## config.mk

```make
export PLATFORM = sky130hd
export DESIGN_NAME = ahb_apb_bridge_mp
export DESIGN_NICKNAME = d
export VERILOG_FILES = /design/src/rtl/ahb_apb_bridge_mp.sv
export SDC_FILE = /design/constraint.sdc
export NUM_CORES = 1
export LEC_CHECK = 0
export CAP_MARGIN = 30
export CORE_AREA = 4 4 282 284
export DETAILED_ROUTE_END_ITERATION = 8
export DIE_AREA = 0 0 286 288
export DONT_BUFFER_PORTS = 1
export HOLD_SLACK_MARGIN = 0.02
export PLACE_DENSITY = 0.3
export SLEW_MARGIN = 20
export SYNTH_ARGS = -nofsm -noshare
export SYNTH_HDL_FRONTEND = slang
export SYNTH_SLANG_ARGS = --single-unit
export TNS_END_PERCENT = 10
```

## constraint.sdc

```tcl
create_clock -name HCLK -period 4.18 [get_ports HCLK]
set_clock_uncertainty 0.2 [all_clocks]
set_input_delay 0.836 -clock HCLK [delete_from_list [all_inputs] [get_ports HCLK]]
set_output_delay 0.836 -clock HCLK [all_outputs]
set_load 0.005 [all_outputs]
```

## src/rtl/ahb_apb_bridge_mp.sv

```systemverilog
// AHB-Lite slave to multi-slot APB3 master bridge.
// One transfer outstanding; the slot is picked by a 4-bit HADDR field.
// A slot past NUM_SLAVES, a slave error or a wait timeout all produce the
// two-cycle AHB ERROR response.
//
//   state    | meaning
//   ---------+-----------------------------------------------------------
//   S_IDLE   | no transfer; HREADYOUT=1, ready to accept
//   S_SETUP  | APB setup phase, PSEL high, PENABLE low
//   S_ACCESS | APB access phase, waiting on PREADY of the selected slot
//   S_ERR1   | first ERROR cycle, HREADYOUT=0, HRESP=1, APB idle
//   S_ERR2   | second ERROR cycle, HREADYOUT=1, HRESP=1, may accept
module ahb_apb_bridge_mp #(
   parameter int NUM_SLAVES = 16,
   parameter int SLOT_LSB   = 8,
   parameter int PADDR_W    = 32,
   parameter int TIMEOUT    = 255
) (
   input  logic                     HCLK,
   input  logic                     HRESET,
   input  logic                     HSEL,
   input  logic [1:0]               HTRANS,
   input  logic                     HWRITE,
   input  logic [31:0]              HADDR,
   input  logic [31:0]              HWDATA,
   input  logic                     HREADYIN,
   output logic                     HREADYOUT,
   output logic                     HRESP,
   output logic [31:0]              HRDATA,
   output logic [NUM_SLAVES-1:0]    PSEL,
   output logic                     PENABLE,
   output logic                     PWRITE,
   output logic [PADDR_W-1:0]       PADDR,
   output logic [31:0]              PWDATA,
   input  logic [32*NUM_SLAVES-1:0] PRDATA,
   input  logic [NUM_SLAVES-1:0]    PREADY,
   input  logic [NUM_SLAVES-1:0]    PSLVERR,
   output logic                     TIMEOUT_EVT
);

   // A width of at least one bit keeps TIMEOUT=0 (timeout disabled) legal.
   localparam int CNT_W = (TIMEOUT > 0) ? $clog2(TIMEOUT + 1) : 1;
   localparam logic [CNT_W-1:0] CNT_LAST = CNT_W'((TIMEOUT > 0) ? TIMEOUT - 1 : 0);
   localparam logic [CNT_W-1:0] CNT_MAX  = '1;

   typedef enum logic [2:0] {S_IDLE, S_SETUP, S_ACCESS, S_ERR1, S_ERR2} state_t;

   state_t             r_state;
   logic [3:0]         r_sel;
   logic [PADDR_W-1:0] r_paddr;
   logic               r_pwrite;
   logic [31:0]        r_pwdata;
   logic [CNT_W-1:0]   r_cnt;
   logic               r_tevt;

   logic               w_pready;
   logic               w_pslverr;
   logic [31:0]        w_prdata;
   logic [3:0]         w_slot;
   logic               w_slot_ok;
   logic               w_accept;
   logic               w_timeout;
   logic               w_apb_act;
   logic               w_unused;

   assign w_slot    = HADDR[SLOT_LSB+3:SLOT_LSB];
   assign w_slot_ok = ({28'd0, w_slot} < 32'(NUM_SLAVES));
   assign w_apb_act = (r_state == S_SETUP) || (r_state == S_ACCESS);
   assign w_unused  = HTRANS[0];

   // Return mux by compare so an out-of-range sel simply selects nothing.
   always_comb begin
      w_pready  = 1'b0;
      w_pslverr = 1'b0;
      w_prdata  = '0;
      for (int i = 0; i < NUM_SLAVES; i++) begin
         if (r_sel == 4'(i)) begin
            w_pready  = PREADY[i];
            w_pslverr = PSLVERR[i];
            w_prdata  = PRDATA[32*i +: 32];
         end
      end
   end

   // HREADYOUT is high only in IDLE, ERR2 and a clean ACCESS completion,
   // so it alone qualifies where an accept may be taken.
   always_comb begin
      case (r_state)
         S_SETUP, S_ERR1: HREADYOUT = 1'b0;
         S_ACCESS:        HREADYOUT = w_pready & ~w_pslverr;
         default:         HREADYOUT = 1'b1;
      endcase
   end

   assign w_accept  = HSEL & HREADYIN & HTRANS[1] & HREADYOUT;
   assign w_timeout = (TIMEOUT != 0) && !w_pready && (r_cnt == CNT_LAST);

   // One-hot PSEL decoded from the registered state and slot.
   always_comb begin
      PSEL = '0;
      for (int i = 0; i < NUM_SLAVES; i++) begin
         PSEL[i] = w_apb_act && (r_sel == 4'(i));
      end
   end

   assign PENABLE     = (r_state == S_ACCESS);
   assign PWRITE      = r_pwrite;
   assign PADDR       = r_paddr;
   assign PWDATA      = (r_state == S_SETUP) ? HWDATA : r_pwdata;
   assign HRESP       = (r_state == S_ERR1) || (r_state == S_ERR2);
   assign HRDATA      = ((r_state == S_ACCESS) && w_pready && !w_pslverr && !r_pwrite)
                        ? w_prdata : 32'd0;
   assign TIMEOUT_EVT = r_tevt;

   // Transfer sequencing, address capture, write-data capture and wait timer.
   always_ff @(posedge HCLK) begin
      if (HRESET) begin
         r_state  <= S_IDLE;
         r_sel    <= '0;
         r_paddr  <= '0;
         r_pwrite <= 1'b0;
         r_pwdata <= '0;
         r_cnt    <= '0;
         r_tevt   <= 1'b0;
      end else begin
         r_tevt <= 1'b0;
         if (w_accept) begin
            r_sel    <= w_slot;
            r_paddr  <= HADDR[PADDR_W-1:0];
            r_pwrite <= HWRITE;
            r_state  <= w_slot_ok ? S_SETUP : S_ERR1;
         end else begin
            case (r_state)
               S_SETUP: begin
                  r_state  <= S_ACCESS;
                  r_pwdata <= HWDATA;
                  r_cnt    <= '0;
               end
               S_ACCESS: begin
                  if (w_pready) begin
                     r_state <= w_pslverr ? S_ERR1 : S_IDLE;
                  end else if (w_timeout) begin
                     r_state <= S_ERR1;
                     r_tevt  <= 1'b1;
                  end else if (r_cnt != CNT_MAX) begin
                     r_cnt <= r_cnt + CNT_W'(1);
                  end
               end
               S_ERR1:  r_state <= S_ERR2;
               default: r_state <= S_IDLE;
            endcase
         end
      end
   end

endmodule

```

==> results.md, run 1 <==
* CTS tree: done
* DP HPWL at 59.35 mm
* CTS Buffer Depth at 2
* Largest net degree at the start of global routing at 77
* Post-synthesis sequential area ratio at 19.15%
* P&R area growth vs syn at 30.64%
* DRC violations left at 0
* Iter 0 DRT Violations at 721
* Tot Pwr at 2.542 mW
* Final min period at 4.157 ns
* All-Layer GR Usage at 15.97%
* Syn avg cell area at 7.267 um2
* Num rows at 102
* Setup ws final at 0.02326 ns
* Avg Vias per Cell at 4.495
* Pwr Density at 241.7 nW/um2
* Main synth FF type: dfxtp_1
* Sink Count at 77
* Post-route ant nets at 0
* Top cells by count, synth: nor2_1 (144), mux2i_1 (96), nand2_1 (94), dfxtp_1 (77)
* Clock-pin transition on the worst setup and hold timing paths at 0.06 ns
* Routed wire per std cell at 33.03 um
* Post-synth net total at 1,725
* CTS Buf Count at 9
* Unrepaired setup endpoints after global routing: yes
* DR pass1 iterations at 5
* CTS root buf: clkbuf_16
* Kind of start point of the critical path: flip-flop
* Final hold viol count at 0
* Number of synthesized flops with an enable pin at 0
* Final WL at 72.07 mm
* Count leader, synth: nor2_1
* Crit path DAT at 3.12 ns
* Cell variety after synth at 62
* Total number of vias at 9,809
* Post-Syn Area at 8051 um2
* CTS H-Tree Depth at 3
* # port buffers at 0
* Status: complete, no violations
* Critical path capture point type: output pin
* Placement Setup Slack at -0.2844 ns
* Fin crit share at 99.44%
* Critical-path maximum fanout at 12
* Die Footprint at 82,370 um2
* Clk Latency, worst-skew pair at 0.34 ns
* Routability Congestion at 0.8970
* Hold-fix buffers, CTS at 0
* # IOs at 732
* Max-cap viol count at 0
* WP data required at 3.14 ns
* Die W at 286 um
* Worst-margin pin slew at 1.121 ns
* Slew Limit Fails at 0
* Antenna violations before repair at 24
* Final Setup Violations at 0
* Area leader, netlist: dfxtp_1
* Storage cell area at 1556 um2
* Starting density of the core at 10.45%
* Fraction of layout cells with a size suffix above 1 at 20.87%
* Peak VDD IR at 0.0002631 V
* Grt total ovfl at 0
* Synth top area cells: dfxtp_1 (19%), mux2i_1 (12%), a22oi_1 (6.8%)
* Crit Path Class: flip-flop to output pin
* Multi-input gate area at 6168 um2
* #FFs+latches synth at 77
* Area share of the largest cell type after synthesis at 19.15%
* Fill count at 8,943
* Vias in the first global route at 9,746
* HP Class: flip-flop to flip-flop
* Core area at 77,080 um2
* Leak at 3.056 nW
* First-pass GRT wire length at 90.20 mm
* Worst rel slew slack at 23.36%
* Synth async-reset ratio at 0%
* Yosys warns at 0
* Die Ht at 288 um
* Syn Inst Count at 1,108
* FMAX at 240.6 MHz
* Final Net Count at 1,743
==> registers in the layout (all words and copies together) (netlist names) <==
register     cells
TIMEOUT_EVT      1
r_pwdata        32
r_cnt            8
r_state          3
r_sel            3
PADDR           29
PWRITE           1
==> where the power goes <==
| part | switching, mW | internal (mW) |
|---|---|---|
| clock network | 0.346 | 0.484 |
| registers | 0.0292 | 0.763 |
| logic | 0.571 | 0.349 |
==> cell families after synthesis <==
logic type	share of synthesized area, %
xor gates and xnor gates	0.3264
adders and majority gates	0.3108
AOI/OAI and AO/OA	32.80
DFF	19.15
muxes	17.53
buffers and inverters	6.775
and+or+nand+nor	23.11
==> metal layers <==
layer  routed length, um  share of wire [%]  global-route usage (%)  up-vias
li1                    -                  -                       -     4225
met1               29740                 41                   20.20     4773
met2               34450                 48                   27.58      714
met3                6426                8.9                   4.093       83
met4                1364                1.9                   3.005       14
met5                  85               0.12                       0        -
==> worst paths after layout <==
| kind | start | end | slack (ns) | depth (start not counted) |
|---|---|---|---|---|
| setup reg to reg | r_sel[1]$_SDFFE_PP0P_ | r_cnt[3]$_SDFFE_PP0P_ | 1.05 | 11 |
| setup / recovery | r_sel[1]$_SDFFE_PP0P_ | HRDATA[31] | 0.02 | 12 |
| hold / removal | r_cnt[6]$_SDFFE_PP0P_ | r_cnt[6]$_SDFFE_PP0P_ | 0.26 | 1 |
| hold reg to reg | r_cnt[6]$_SDFFE_PP0P_ | r_cnt[6]$_SDFFE_PP0P_ | 0.26 | 1 |
==> per-stage QoR <==
stage | utilization, % | cell area, um2 | TNS, ns | hold WS, ns | cells
floorplan | - | 8051 | 0 | 0.2256 | 1108
global route | 13.63 | 10510 | -1.222 | 0.2919 | 2177
CTS | 13.33 | 10280 | -0.3843 | 0.2619 | 2161
global placement | 12.70 | 9787 | -3.718 | 0.2461 | 2135
detailed placement | 12.70 | 9787 | -4.724 | 0.2527 | 2135
finish | 13.65 | 10520 | 0 | 0.2597 | 2182
==> cell type report <==
cell class / instances / share of cell area, %
Multi-Input combinational cell: 914 / 58.64
Sequential cell: 77 / 14.80
Tap cell: 1040 / 12.37
Timing Repair Buffer: 120 / 10.86
Clock buffer: 10 / 2.272
Clock inverter: 6 / 0.6542
Antenna cell: 11 / 0.2617
Inverter: 4 / 0.1427
==> layout by cell type (no fill, tap or decap), types with 4 or more instances in the layout <==
| cell type | count |
|---|---|
| a32oi_1 | 12 |
| o32ai_1 | 17 |
| nand2_1 | 94 |
| dfxtp_4 | 4 |
| a221oi_1 | 17 |
| or2_2 | 5 |
| mux2_2 | 32 |
| a22oi_1 | 72 |
| o32a_1 | 5 |
| nor2_1 | 139 |
| nand2b_1 | 7 |
| a211oi_1 | 21 |
| and2_1 | 5 |
| o22ai_1 | 33 |
| a21oi_1 | 71 |
| o2111ai_1 | 5 |
| clkbuf_16 | 11 |
| o21ai_0 | 65 |
| o221ai_1 | 10 |
| dfxtp_1 | 73 |
| nor3_2 | 15 |
| a2111oi_0 | 8 |
| nor2_2 | 6 |
| a31oi_1 | 9 |
| nand3_1 | 12 |
| a22o_1 | 4 |
| buf_12 | 13 |
| diode_2 | 11 |
| a31oi_2 | 6 |
| mux2i_1 | 95 |
| nor2b_1 | 45 |
| nor3_1 | 24 |
| o211ai_1 | 5 |
| buf_4 | 102 |
==> timing repair <==
action                                  CTS  global route
cloned                                    1             2
gates resized for setup                  17            17
setup buffers                             9             8
pin swaps                                 3             0
endpoints found under the setup margin   32            24
==> worst max-delay path, cell delays in order (launching register included) <==
cell	delay, ns
dfxtp_4	0.41
clkbuf_16	0.18
or2_4	0.27
o32ai_4	0.14
a22oi_2	0.13
o22ai_2	0.16
o22ai_2	0.13
or2_1	0.28
or3b_4	0.45
buf_12	0.18
buf_12	0.17
nor2_2	0.11
buf_4	0.12
No activity file was read; power rests on OpenSTA's default activity.
==> inputs of run 2 (changes only) <==
--- a/config.mk
+++ b/config.mk
@@ -6,9 +6,9 @@
 export NUM_CORES = 1
 export LEC_CHECK = 0
 export CAP_MARGIN = 30
-export CORE_AREA = 4 4 282 284
+export CORE_AREA = 2 2 289 291
 export DETAILED_ROUTE_END_ITERATION = 8
-export DIE_AREA = 0 0 286 288
+export DIE_AREA = 0 0 291 293
 export DONT_BUFFER_PORTS = 1
 export HOLD_SLACK_MARGIN = 0.02
 export PLACE_DENSITY = 0.3
==> run 2 against run 1 <==
Compared with the run above: register-to-register slack hardly changed; combinational power decreased by 0.4%; critical endpoint is now HRDATA[16]; sequential cell count stayed put; cell count rose by 1.7%; design area fell by 0.59%; highest routed layer unchanged; setup slack improved by 0.024 ns; die area is 3.5% higher; largest cell class unchanged; count of clock-buffer cells in the layout stayed put.
==> results.md, run 2 (synthesized netlist as in run 1, its figures left out) <==
* Status: complete, no violations
* Routability Congestion at 0.8970
* Met2 Use GR at 27.54%
* Peak VDD IR at 0.0003158 V
* Commonest non-fill, non-tap cell in the layout: nor2_1
* R2r setup slk at 1.05 ns
* GRT met3 Usage at 6.172%
* Leak at 3.047 nW
* CTS Buf Count at 9
* Max reg flops at 32
* Antenna violations before repair at 33
* Starting density of the core at 9.837%
* Worst Hold Path Cells at 1
* DP HPWL at 62.32 mm
* Final hold viol count at 0
* R2r startpoint: r_sel[1]$_SDFFE_PP0P_
* Fin cells at 2,219
* GRT Max-Usage Layer: met2
* CTS tree: done
* CTS H-Tree Depth at 3
* GR Util met1 at 19.85%
* Avg Vias per Cell at 4.435
* Worst-margin pin slew at 0.8567 ns
* Slew Limit Fails at 0
* # IOs at 732
* Grt total ovfl at 0
* CTS root buf: clkbuf_16
* Clock-pin transition on the worst setup and hold timing paths at 0.07 ns
* First-pass GRT wire length at 95.05 mm
* Clk Latency, worst-skew pair at 0.34 ns
* Max-cap viol count at 0
* Die Ht at 293 um
* Largest net degree at the start of global routing at 77
* Unrepaired setup endpoints after global routing: yes
* Critical path capture point type: output pin
* Die W at 291 um
* Num rows at 105
* # port buffers at 0
* Final min period at 4.132 ns
* Vias in the first global route at 9,928
* Core area at 81,850 um2
* Crit Path Class: flip-flop to output pin
* Kind of start point of the critical path: flip-flop
* Placed Cells at 2,173
* Crit-path most repeated cell: nor2_1
* Final Setup Violations at 0
* Final Net Count at 1,747
* Iter 0 DRT Violations at 764
* CP Launch Point: r_sel[2]$_SDFFE_PP0P_
* All-Layer GR Usage at 16.49%
* Slowest cell on crit path: a211oi_1
* Most frequent cells in the layout: nor2_1 (138), buf_4 (112), mux2i_1 (96)
* Die Footprint at 85,260 um2
* HP Class: flip-flop to flip-flop
* Sink Count at 77
* Worst rel slew slack at 42.83%
* Routed wire per std cell at 33.59 um
* Buffers & Inverters on Critical Path at 1
* WP data required at 3.14 ns
* Critical Path Max Stage Delay at 0.51 ns
* Pwr Density at 246.1 nW/um2
* DRC violations left at 0
* Crit. path cell count at 8
* R2R Path End: PADDR[11]$_SDFFE_PP0P_
* Post-route ant nets at 0
* Fill count at 9,457
* DR pass1 iterations at 5
* Final WL at 74.54 mm
* Critical-path maximum fanout at 24
* Family with the most delay on the worst path: compound AO/OA/AOI/OAI gates
* Critical-path cell list: nand2b_2 > buf_4 > nor2_1 > o32ai_1 > nor2_1 > a211oi_1 > o21ai_0 > a31oi_1
* CTS Buffer Depth at 2
* Fraction of layout cells with a size suffix above 1 at 21.23%
* FMAX at 242.0 MHz
* R2R cell count at 12
* Crit path DAT at 3.10 ns
* Post-DP Area at 9809 um2
* Total number of vias at 9,841
* Fin crit share at 98.86%
* Min-Delay Startpoint: r_cnt[6]$_SDFFE_PP0P_
* Final instance area at 10,460 um2
* Largest reg by FF count: r_pwdata
* Hold Path Sink: r_cnt[6]$_SDFFE_PP0P_
* P&R area growth vs syn at 29.87%
## run 2: cell type report
type                       instances  area [um2]  area share, %
clock inverter                     6       86.33         0.8257
tap                             1070        1339          12.80
multi-input combinational        914        6153          58.85
clock buffer                      10       229.0          2.190
sequential                        77        1556          14.89
inverter                           4       18.77         0.1795
antenna                           14       35.03         0.3350
timing repair buffer             124        1039          9.932
## run 2: timing repair
action / CTS / global route
buffers inserted: 7 / 8
endpoints found under the setup margin: 32 / 27
resized for setup: 19 / 18
gates cloned: 1 / 0
hold buffers: 0 / 0
pin swaps: 4 / 0
## run 2: metrics by stage
step                setup TNS [ns]  setup WS, ns  total power, mW  util, %  hold slack [ns]
detailed placement        -0.07856      -0.03180            1.700    11.99           0.2634
global placement            -1.398       -0.1682            1.699    11.98           0.2454
global route               -0.8277      -0.06441            2.699    12.75           0.3287
finish                           0       0.04765            2.573    12.78           0.2733
CTS                       -0.08378      -0.01871            2.605    12.58           0.2724
floorplan                        0        0.4591            1.305        -           0.2256
## run 2: power by group
part           total [mW]  switching [mW]  internal [mW]  leakage (nW)
logic               0.917           0.575          0.342          2.27
registers           0.792          0.0290          0.763         0.627
clock network       0.864           0.341          0.523         0.149
total                2.57           0.945           1.63          3.05
## run 2: worst max-delay path by stage
| stage | endpoint |
|---|---|
| after global routing | HRDATA[14] |
| after floorplan | HRDATA[10] |
| after global placement | HRDATA[1] |
| final | HRDATA[16] |
| after CTS | HRDATA[14] |
| after detailed placement | HRDATA[20] |
## run 2: metal layers
metal | vias to the layer above | share of wire (%) | wire [um]
li1 | 4243 | - | -
met4 | 40 | 2.3 | 1694
met1 | 4745 | 41 | 30450
met2 | 713 | 47 | 34840
met5 | - | 0.36 | 270
met3 | 100 | 9.8 | 7285
